## src/rtl/xc_rf_wb_pkg.sv

```systemverilog
// Shared types and constants for the register-file writeback controller.
package xc_rf_wb_pkg;

    localparam int XC_RF_WB_NSLOTS = 3;
    localparam int XC_RF_WB_AW     = 5;
    localparam int XC_RF_WB_DW     = 32;

    // One in-flight writeback entry; pending marks data that has not returned yet.
    typedef struct packed {
        logic                   valid;
        logic                   wen;
        logic [XC_RF_WB_AW-1:0] addr;
        logic [XC_RF_WB_DW-1:0] data;
        logic                   pending;
    } slot_t;

endpackage

```

## src/rtl/xc_rf_wb_hazard.sv

```systemverilog
// Per-source stall detection: the youngest valid writing slot that matches the
// source address decides, so a stall is raised only if that slot is still pending.
module xc_rf_wb_hazard
    import xc_rf_wb_pkg::*;
(
    input  logic [XC_RF_WB_NSLOTS-1:0]             valid_i,
    input  logic [XC_RF_WB_NSLOTS-1:0]             wen_i,
    input  logic [XC_RF_WB_NSLOTS-1:0]             pending_i,
    input  logic [XC_RF_WB_NSLOTS*XC_RF_WB_AW-1:0] addr_i,
    input  logic [XC_RF_WB_AW-1:0]                 rs_addr_i,
    output logic                                   stall_o
);

    // Walk oldest to youngest so the youngest match overrides (slot 0 is youngest).
    always_comb begin
        stall_o = 1'b0;
        for (int i = XC_RF_WB_NSLOTS - 1; i >= 0; i--) begin
            if (valid_i[i] && wen_i[i] &&
                (addr_i[i*XC_RF_WB_AW +: XC_RF_WB_AW] == rs_addr_i)) begin
                stall_o = pending_i[i];
            end
        end
        if (rs_addr_i == '0) begin
            stall_o = 1'b0;
        end
    end

endmodule

```

## src/rtl/xc_rf_wb_ctrl.sv

```systemverilog
// Three-slot writeback pipeline feeding two bypass ports and the register file
// write port. Late-result support is built only when XC_RF_WB_LATE_EN is defined.
module xc_rf_wb_ctrl
    import xc_rf_wb_pkg::*;
(
    input  logic                   clock_i,
    input  logic                   reset_i,
    input  logic                   ex_valid_i,
    output logic                   ex_ready_o,
    input  logic                   ex_wen_i,
    input  logic [XC_RF_WB_AW-1:0] ex_addr_i,
    input  logic [XC_RF_WB_DW-1:0] ex_wdata_i,
    input  logic                   ex_late_i,
    input  logic                   late_valid_i,
    input  logic [XC_RF_WB_DW-1:0] late_wdata_i,
    output logic                   late_busy_o,
    output logic                   fwd_0_wen_o,
    output logic [XC_RF_WB_AW-1:0] fwd_0_addr_o,
    output logic [XC_RF_WB_DW-1:0] fwd_0_wdata_o,
    output logic                   fwd_1_wen_o,
    output logic [XC_RF_WB_AW-1:0] fwd_1_addr_o,
    output logic [XC_RF_WB_DW-1:0] fwd_1_wdata_o,
    output logic                   rd_wen_o,
    output logic [XC_RF_WB_AW-1:0] rd_addr_o,
    output logic [XC_RF_WB_DW-1:0] rd_wdata_o,
    input  logic [XC_RF_WB_AW-1:0] rs1_addr_i,
    input  logic [XC_RF_WB_AW-1:0] rs2_addr_i,
    output logic                   rs1_stall_o,
    output logic                   rs2_stall_o
);

    // Index 0 is S0 (youngest), index 2 is S2 (oldest, commit side).
    slot_t [XC_RF_WB_NSLOTS-1:0] slot_q, slot_d, slot_c;

    logic late_busy;
    logic advance;
    logic accept;
    logic new_wen;

`ifdef XC_RF_WB_LATE_EN
    // Any valid pending slot blocks new entries; only a pending S2 freezes the shift.
    always_comb begin
        late_busy = 1'b0;
        for (int i = 0; i < XC_RF_WB_NSLOTS; i++) begin
            late_busy = late_busy | (slot_q[i].valid & slot_q[i].pending);
        end
    end
    assign advance = ~(slot_q[XC_RF_WB_NSLOTS-1].valid & slot_q[XC_RF_WB_NSLOTS-1].pending);
`else
    logic unused_late;
    assign unused_late = ^{ex_late_i, late_valid_i, late_wdata_i};
    assign late_busy   = 1'b0;
    assign advance     = 1'b1;
`endif

    assign ex_ready_o  = advance & ~late_busy;
    assign late_busy_o = late_busy;
    assign accept      = ex_valid_i & ex_ready_o;
    assign new_wen     = ex_wen_i & (|ex_addr_i);

    // Late data lands in whichever slot is pending, before any shift is applied.
    always_comb begin
        slot_c = slot_q;
`ifdef XC_RF_WB_LATE_EN
        if (late_valid_i && late_busy) begin
            for (int i = 0; i < XC_RF_WB_NSLOTS; i++) begin
                if (slot_q[i].valid && slot_q[i].pending) begin
                    slot_c[i].data    = late_wdata_i;
                    slot_c[i].pending = 1'b0;
                end
            end
        end
`endif
    end

    // Shift the pipeline on advance and load S0 from the execute handshake.
    always_comb begin
        slot_d = slot_c;
        if (advance) begin
            for (int i = XC_RF_WB_NSLOTS - 1; i > 0; i--) begin
                slot_d[i] = slot_c[i-1];
            end
            slot_d[0].valid = accept;
            slot_d[0].wen   = new_wen;
            slot_d[0].addr  = ex_addr_i;
            slot_d[0].data  = ex_wdata_i;
`ifdef XC_RF_WB_LATE_EN
            slot_d[0].pending = accept & ex_late_i & new_wen;
`else
            slot_d[0].pending = 1'b0;
`endif
        end
    end

    // Slot state register with synchronous reset.
    always_ff @(posedge clock_i) begin
        if (reset_i) begin
            slot_q <= '0;
        end else begin
            slot_q <= slot_d;
        end
    end

    // Bypass and commit ports come straight from the slots.
    always_comb begin
        fwd_0_wen_o   = slot_q[0].valid & slot_q[0].wen & ~slot_q[0].pending;
        fwd_0_addr_o  = slot_q[0].addr;
        fwd_0_wdata_o = slot_q[0].data;
        fwd_1_wen_o   = slot_q[1].valid & slot_q[1].wen & ~slot_q[1].pending;
        fwd_1_addr_o  = slot_q[1].addr;
        fwd_1_wdata_o = slot_q[1].data;
        rd_wen_o      = slot_q[2].valid & slot_q[2].wen & ~slot_q[2].pending;
        rd_addr_o     = slot_q[2].addr;
        rd_wdata_o    = slot_q[2].data;
    end

    logic [XC_RF_WB_NSLOTS-1:0]             haz_valid;
    logic [XC_RF_WB_NSLOTS-1:0]             haz_wen;
    logic [XC_RF_WB_NSLOTS-1:0]             haz_pending;
    logic [XC_RF_WB_NSLOTS*XC_RF_WB_AW-1:0] haz_addr;

    // Flatten slot fields for the hazard checkers.
    always_comb begin
        haz_valid   = '0;
        haz_wen     = '0;
        haz_pending = '0;
        haz_addr    = '0;
        for (int i = 0; i < XC_RF_WB_NSLOTS; i++) begin
            haz_valid[i]                           = slot_q[i].valid;
            haz_wen[i]                             = slot_q[i].wen;
            haz_pending[i]                         = slot_q[i].pending;
            haz_addr[i*XC_RF_WB_AW +: XC_RF_WB_AW] = slot_q[i].addr;
        end
    end

    xc_rf_wb_hazard u_hazard_rs1 (
        .valid_i   (haz_valid),
        .wen_i     (haz_wen),
        .pending_i (haz_pending),
        .addr_i    (haz_addr),
        .rs_addr_i (rs1_addr_i),
        .stall_o   (rs1_stall_o)
    );

    xc_rf_wb_hazard u_hazard_rs2 (
        .valid_i   (haz_valid),
        .wen_i     (haz_wen),
        .pending_i (haz_pending),
        .addr_i    (haz_addr),
        .rs_addr_i (rs2_addr_i),
        .stall_o   (rs2_stall_o)
    );

endmodule

```

## config.mk

```make
export PLATFORM = sky130hd
export DESIGN_NAME = xc_rf_wb_ctrl
export DESIGN_NICKNAME = d
export VERILOG_FILES = /design/src/rtl/xc_rf_wb_pkg.sv /design/src/rtl/xc_rf_wb_hazard.sv /design/src/rtl/xc_rf_wb_ctrl.sv
export SDC_FILE = /design/constraint.sdc
export NUM_CORES = 1
export LEC_CHECK = 0
export BUFFER_PORTS_ARGS = -buffer_cell sky130_fd_sc_hd__buf_4
export CORE_MARGIN = 8
export CORE_UTILIZATION = 38
export DETAILED_ROUTE_END_ITERATION = 6
export PLACE_DENSITY = 0.86
export SYNTH_ARGS = -nofsm -noshare
export SYNTH_HDL_FRONTEND = slang
export SYNTH_SLANG_ARGS = --single-unit
```

## constraint.sdc

```tcl
create_clock -name clock_i -period 0.8 [get_ports clock_i]
set_clock_uncertainty 0.1 [all_clocks]
set_input_delay 0.04 -clock clock_i [delete_from_list [all_inputs] [get_ports clock_i]]
set_output_delay 0.04 -clock clock_i [all_outputs]
set_load 0.02 [all_outputs]
```

Yosys cells after proc, flatten, opt, wreduce, memory -nomap -nowiden
Index checks and enable logic that the tools add are counted.
{"block": "totals", "out_inout_bits": 118, "reg_bits": 119, "inputBits": 85, "elab_cells": 50}
{"block": "classes", "reduce_logical": 12, "mux": 8, "bitwise": 10, "eq_ne": 6}
{"op": "$eq A5 B5 Y1", "n": 6}
{"op": "$logic_not A5 Y1", "n": 2}
{"op": "$logic_and A1 B1 Y1", "n": 9}
{"op": "$mux W1", "n": 8}
{"op": "$and A1 B1 Y1", "n": 7}
{"op": "$reduce_or A5 Y1", "n": 1}
{"op": "$not A1 Y1", "n": 2}
{"op": "$not A1 Y1 const A", "n": 1}

Logic depth before layout (Yosys ltp)
Gate-level depths: netlist of run 1.
{"block": "depth", "word_depth": 6, "ltp_mapped": 4, "mapped_depth_nobuf": 2}

Modules after synthesis
A second synthesis of run 1 with hierarchy kept.
{"block": "unflattened", "cells_unflattened": 315, "hier_area_um2": 3711.1}
{"module": "xc_rf_wb_ctrl", "area_each_um2": 3280.6, "cells_per_inst": 257, "seq_area_each_um2": 2342.2, "n_inst": 1}
{"module": "xc_rf_wb_hazard", "area_each_um2": 215.2, "cells_per_inst": 29, "seq_area_each_um2": 0.0, "n_inst": 2}

Least setup slack after synthesis of run 1
OpenSTA, ideal clock, no wires.
{"block": "synth_path", "path_type": "register -> register", "startpoint": "register slot_q (netlist bit fwd_0_addr_o[0])", "endpoint": "register slot_q (netlist bit fwd_1_addr_o[0])", "t_arrival_ns": 0.548, "stages_incl_launch_ff": 2, "period_less_slack_ns": 0.713, "n_path_buf": 0, "setup_slack_ns": 0.087, "setup_ns": 0.065, "required_time_ns": 0.635, "cell_sequence": "dfxtp_1 > nor2b_1"}
{"item": "from (decl)", "line_no": "xc_rf_wb_ctrl.sv:33", "source": "slot_t [XC_RF_WB_NSLOTS-1:0] slot_q, slot_d, slot_c;"}
{"item": "from (signal assigned)", "line_no": "xc_rf_wb_ctrl.sv:100", "source": "slot_q <= slot_d;"}
No word-level cell between the ends.

Worst setup path in the final report of run 1
{"block": "layout_path", "startpoint": "register slot_q (netlist bit haz_valid[1])", "endpoint": "output port fwd_1_wen_o"}
{"block": "layout_via", "elab_chain_len": 2}
{"item": "$and A1 B1 Y1 (2 in a row)", "line_no": "xc_rf_wb_ctrl.sv:109", "source": "fwd_1_wen_o = slot_q[1].valid & slot_q[1].wen & ~slot_q[1].pending;"}
{"item": "to (decl)", "line_no": "xc_rf_wb_ctrl.sv:20", "source": "output logic fwd_1_wen_o,"}
No other way between the ends.

==> reports/results.tsv, run 1 <==
metric	value	unit
status	finished with violations	
violated checks	hold timing, setup timing	
FILL cells	522	
Reg-to-Reg End	rd_wdata_o[6]	
switching share of power	22.33	%
first-pass GRT wire length	14100	um
DIE AREA	0.01191	mm^2
worst hold stages	2	
estimated wirelength of the detail-placed design	5919	um
clk_lat worst skew	0.49	ns
Initial Util	38.54	%
Die Y	109.1	um
fraction of final layout cells sized beyond drive strength 1	70.31	%
type of the worst setup path	flip-flop to primary output	
PortBufs	154	
drt initial violations	65	
Max Fclk	824.7	MHz
Flop pwr share	40.0	%
hold endpoint	fwd_0_wdata_o[31]	
Sink Count	117	
Hold Buf Count CTS	39	
YS warnings	0	
maximum buffer depth of the clock tree	2	
floorplan row count	34	
Avg WL per Cell	16.33	um
Adder-Cell Fraction of Synth Area	0	%
Simple-Gate Fraction of Synth Area	24.72	%
Top delay family on crit path	flip-flops	
maxcap violations	0	
Ant. Diodes	0	
die width	109.1	um
synthesized cell area	0.003296	mm^2
crit-path max FO	2	
CTS clk-pin slew, worst paths	0.06	ns
vias in the first global route	2723	
Compound-Gate Fraction of Synth Area	0.1519	%
initial antenna violation count	0	
required time worst endpoint	0.66	ns
post-route insts no fill	593	
Syn-to-layout area delta	88.76	%
Slew Limit Fails	0	
drt drc	0	
via count	2471	
crit end category	primary output	
Unique masters post-synth	12	
Largest stage delay, worst path	0.32	ns
DP Cell Count	513	
flops & latches, synth	117	
Clock power frac	50.4	%
reg2reg start	fwd_1_wdata_o[6]	
main combinational cell family by area after synthesis	simple AND/OR/NAND/NOR gates	
CP max-delay cell	dfxtp_2	
largest net degree at the start of global routing	36	
worst path bufs/invs	1	
GRT overflow	0	
commonest cells after routing, fill and taps aside	dfxtp_2, buf_6, nor2b_1	
average size of a mapped cell	12.72	um^2
post-synthesis mux area share	0	%
H-tree levels	4	
Cell Pwr Density	2515	mW/mm^2
Crit. Startpoint	haz_valid[1]	
r2r worst-path depth	2	
Vias/cell	4.167	
CTS buffer count	17	
Startpoint Class	flip-flop	
Ports	203	
Root Driver	clkbuf_8	
post-synthesis cell count	259	
maximum VDD drop	1562	uV
Final setup viols	114	
crit path DAT	1.07	ns
critical-path cell list	and2_4, buf_6	
WHS	-0.2245	ns
post-route setup slack	-0.4126	ns
Hold Crit Class	input port to flip-flop	
Fin. Hold Viols	109	
unrepaired setup endpoints after global routing	true	
TritonCTS clock tree	built	
Net Sw Power	3.493	mW
Hold Path Origin	reset_i	
DR pass1 iterations	4	
final net count	557	
All-Layer GR Usage	15.93	%
Final period util	151.6	%
final wirelength	9683	um
Reg2Reg Setup Slack	0.01	ns
core area	0.008551	mm^2
Antenna Nets Post-Route	0	
Leakage	2.772	nW
GP Congestion	0.6910	
Internal	12.15	mW
Seq/Total Area, Yosys	71.07	%
Final min period	1.213	ns
Post-Synth XOR/XNOR Area	0	%
WP depth	2	
Combinational Power Share	9.6	%
-- area by class of cell --
type | count | area, um^2 | share of cell area (%)
sequential | 117 | 2485 | 39.94
timing repair buffer | 209 | 2132 | 34.27
multi-input combinational | 127 | 842.1 | 13.54
clock buffer | 18 | 427.9 | 6.879
clock inverter | 14 | 198.9 | 3.198
tap | 108 | 135.1 | 2.172
-- synth_stat cells --
| library cell | count | share of area, % |
|---|---|---|
| and2_1 | 3 | 0.57 |
| a21oi_1 | 1 | 0.15 |
| nor2b_2 | 22 | 5.8 |
| conb_1 | 2 | 0.23 |
| dfxtp_1 | 117 | 71 |
| nor2_1 | 1 | 0.11 |
| nand2b_1 | 1 | 0.19 |
| nor3_1 | 1 | 0.15 |
| buf_2 | 8 | 1.2 |
| buf_4 | 4 | 0.91 |
| buf_6 | 5 | 1.7 |
| nor2b_1 | 94 | 18 |
-- power by group through the flow --
stage / Combinational (mW) / Sequential, mW / Clock [mW]
floorplan: 0.318 / 6.56 / 0
global placement: 1.15 / 6.28 / 0
detailed placement: 1.17 / 6.29 / 0
CTS: 1.47 / 6.26 / 7.99
global route: 1.59 / 6.29 / 8.33
finish: 1.50 / 6.26 / 7.88
-- timing repair --
| item | in CTS | in global routing |
|---|---|---|
| setup buffers | 2 | 7 |
| pin swaps | 3 | 0 |
| setup endpoints to repair | 114 | 114 |
| gates resized for setup | 229 | 2 |
| hold endpoints to repair | 117 | 110 |
-- state kept, by name, indices dropped and copies added (netlist names) --
name / flops
fwd_0_wdata_o: 32
fwd_1_wdata_o: 32
rd_wdata_o: 32
fwd_0_addr_o: 5
fwd_1_addr_o: 5
rd_addr_o: 5
haz_valid: 3
haz_wen: 3
-- how the worst max path moves through the flow --
| stage | to | slack, ns |
|---|---|---|
| finish | fwd_1_wen_o | -0.41 |
| global route | fwd_1_wen_o | -0.46 |
| CTS | fwd_1_wen_o | -0.44 |
| detailed placement | fwd_1_wdata_o[4] | -0.0004 |
| global placement | fwd_1_wdata_o[2] | 0.02 |
| floorplan | fwd_1_addr_o[0] | 0.09 |
-- worst register-to-register path: cells and delay by family, from the launching register on --
family | cells | cell delay, ns
flops | 1 | 0.33
buf+inv | 1 | 0.13
simple gates | 1 | 0.11
-- per-stage QoR --
stage / util, % / TNS [ns] / power (mW) / setup WS [ns] / area, um^2
final: 72.75 / -31.36 / 15.64 / -0.4126 / 6221
after global routing: 72.75 / -36.51 / 16.20 / -0.4587 / 6221
after CTS: 72.10 / -34.98 / 15.72 / -0.4443 / 6165
after detailed placement: 53.31 / -0.0004223 / 7.463 / -0.0004223 / 4558
after global placement: 53.31 / 0 / 7.429 / 0.02032 / 4558
after floorplan: - / 0 / 6.876 / 0.08710 / 3303
-- kinds of logic after synthesis --
| kind of cell | after synthesis |
|---|---|
| AND/OR/NAND/NOR | 122 |
| AO/OA/AOI/OAI | 1 |
| buffers and inverters | 17 |
| other | 2 |
| flip-flops | 117 |
-- per-layer routing --
metal / share of wire, % / global-route usage, %
met5: 0 / 0
met4: 2.7 / 10.17
met3: 9.5 / 7.092
met2: 56 / 30.29
met1: 32 / 12.90
No activity file was read; power rests on OpenSTA's default activity.
==> inputs of run 2 (changes only) <==
Settings changed: CORE_UTILIZATION 38 to 42, PLACE_DENSITY 0.86 to 0.9.
Clock period 0.8 ns to 1.2 ns, I/O delays scaled along.
==> reports/results.tsv, run 2 (synthesis gave the netlist of run 1 again) <==
metric	value	unit	change
status	finished with violations		
violated checks	setup timing		
drt initial violations	16		-75%
clk_lat worst skew	0.49	ns	about the same
floorplan row count	32		-5.9%
Fin. Hold Viols	0		-100%
WHS	0.2656	ns	+0.4900 ns
Final period util	103.9	%	
Cell Pwr Density	1629	mW/mm^2	-35%
Sink Count	117		unchanged
Reg-to-Reg End	fwd_1_wdata_o[14]		
final net count	592		+6.3%
die width	104.6	um	-4.2%
PortBufs	154		unchanged
type of the worst setup path	flip-flop to primary output		
final instance area	0.005997	mm^2	-3.6%
GP Congestion	0.7178		+3.9%
placed instance area	0.004501	mm^2	-1.3%
required time worst endpoint	1.04	ns	+0.38 ns
Leakage	2.818	nW	+1.6%
DIE AREA	0.01094	mm^2	-8.2%
initial antenna violation count	1		+1
DR pass1 iterations	6		+2
core area	0.007647	mm^2	-11%
FILL cells	452		-13%
worst hold stages	3		+1
Final min period	1.246	ns	
Antenna Nets Post-Route	0		unchanged
overall power	9.769	mW	-38%
critical-path cell list	and2_4, buf_6		
Avg WL per Cell	17.30	um	+6.0%
Reg2Reg Setup Slack	0.02	ns	about the same
Slew Limit Fails	0		unchanged
hold endpoint	fwd_0_wdata_o[29]		
DP Cell Count	502		-2.1%
final wirelength	10740	um	+11%
pre-CTS WS	0.3317	ns	+0.3321 ns
H-tree levels	4		unchanged
maxcap violations	0		unchanged
vias in the first global route	3116		+14%
slew margin rel.	62.43	%	
CP max-delay cell	dfxtp_2		
Root Driver	clkbuf_8		
estimated wirelength of the detail-placed design	5800	um	-2.0%
Hold Crit Class	input port to flip-flop		
unrepaired setup endpoints after global routing	true		
Final setup viols	4		-96%
Vias/cell	4.280		+2.7%
Max Fclk	802.3	MHz	
Die Y	104.6	um	-4.2%
fraction of final layout cells sized beyond drive strength 1	45.17	%	-25 points
largest net degree at the start of global routing	28		-22%
worst path bufs/invs	1		unchanged
maximum buffer depth of the clock tree	2		unchanged
r2r worst-path depth	2		unchanged
Largest stage delay, worst path	0.32	ns	about the same
crit end category	primary output		
GRT overflow	0		unchanged
reg2reg start	fwd_0_wdata_o[14]		
Top delay family on crit path	flip-flops		
post-CTS setup repair buffer count	0		-2
commonest cells after routing, fill and taps aside	buf_4, dfxtp_1, nor2b_1		
most common cell after layout, fill and taps aside	buf_4		
post-route setup slack	-0.04640	ns	+0.3662 ns
crit path DAT	1.09	ns	+0.02 ns
Syn-to-layout area delta	81.97	%	
first-pass GRT wire length	16550	um	+17%
Startpoint Class	flip-flop		
drt drc	0		unchanged
post-route insts no fill	621		+4.7%
crit-path max FO	2		unchanged
maximum VDD drop	1194	uV	-24%
via count	2658		+7.6%
TritonCTS clock tree	built		
Hold Path Origin	ex_wdata_i[29]		
CTS clk-pin slew, worst paths	0.06	ns	about the same
All-Layer GR Usage	19.30	%	+3.4 points
Initial Util	43.10	%	+4.6 points
Ports	203		unchanged
CTS buffer count	17		unchanged
worst-margin pin slew	0.5636	ns	
==> run 2: how the worst max path moves through the flow <==
stage	from	to	depth (start not counted)
floorplan	fwd_0_addr_o[0]	fwd_1_addr_o[0]	1
global placement	reset_i	fwd_0_wdata_o[10]	3
detailed placement	reset_i	fwd_1_wdata_o[12]	3
CTS	haz_valid[0]	fwd_0_wen_o	2
global route	haz_valid[0]	fwd_0_wen_o	2
finish	haz_valid[0]	fwd_0_wen_o	2
==> run 2: metrics by stage <==
stage	utilization [%]	TNS, ns
after global placement	58.85	0
after global routing	78.42	-0.2266
after detailed placement	58.85	0
after CTS	79.84	-0.3498
after floorplan	-	0
final	78.42	-0.09247
==> run 2: area by class of cell <==
cell class / count / area [um^2] / area share (%)
Antenna cell: 1 / 2.502 / 0.04173
Clock buffer: 20 / 435.4 / 7.261
Clock inverter: 10 / 108.9 / 1.815
Multi-Input combinational cell: 127 / 852.1 / 14.21
Sequential cell: 117 / 2369 / 39.50
Tap cell: 102 / 127.6 / 2.128
Timing Repair Buffer: 244 / 2102 / 35.05
==> run 2: metal layers <==
layer | vias up | wire length [um] | GRT usage (%)
met5 | - | 0 | 0
met4 | 0 | 342 | 8.767
met3 | 28 | 706 | 7.740
met2 | 107 | 6005 | 37.39
met1 | 1252 | 3690 | 16.96
li1 | 1271 | - | -
==> run 2: timing repair <==
action / CTS / global route
gates cloned: 0 / 0
setup endpoints to repair: 3 / 68
pin swaps: 2 / 1
gates resized for setup: 7 / 29
hold buffers: 104 / 6
hold endpoints to repair: 75 / 8
==> run 2: worst reg2reg max path, delay by kind of cell, from the launching register on <==
kind          cells  cell delay (ns)
simple gates      1             0.11
buf+inv           1             0.54
flops             1             0.31
==> run 2: where the power goes <==
| part | internal (mW) | leakage [nW] | total [mW] | switching, mW |
|---|---|---|---|---|
| Combinational | 0.559 | 1.58 | 1.03 | 0.473 |
| Clock | 2.96 | 0.266 | 4.61 | 1.64 |
| Sequential | 4.06 | 0.969 | 4.13 | 0.0754 |
| Total | 7.58 | 2.82 | 9.77 | 2.19 |
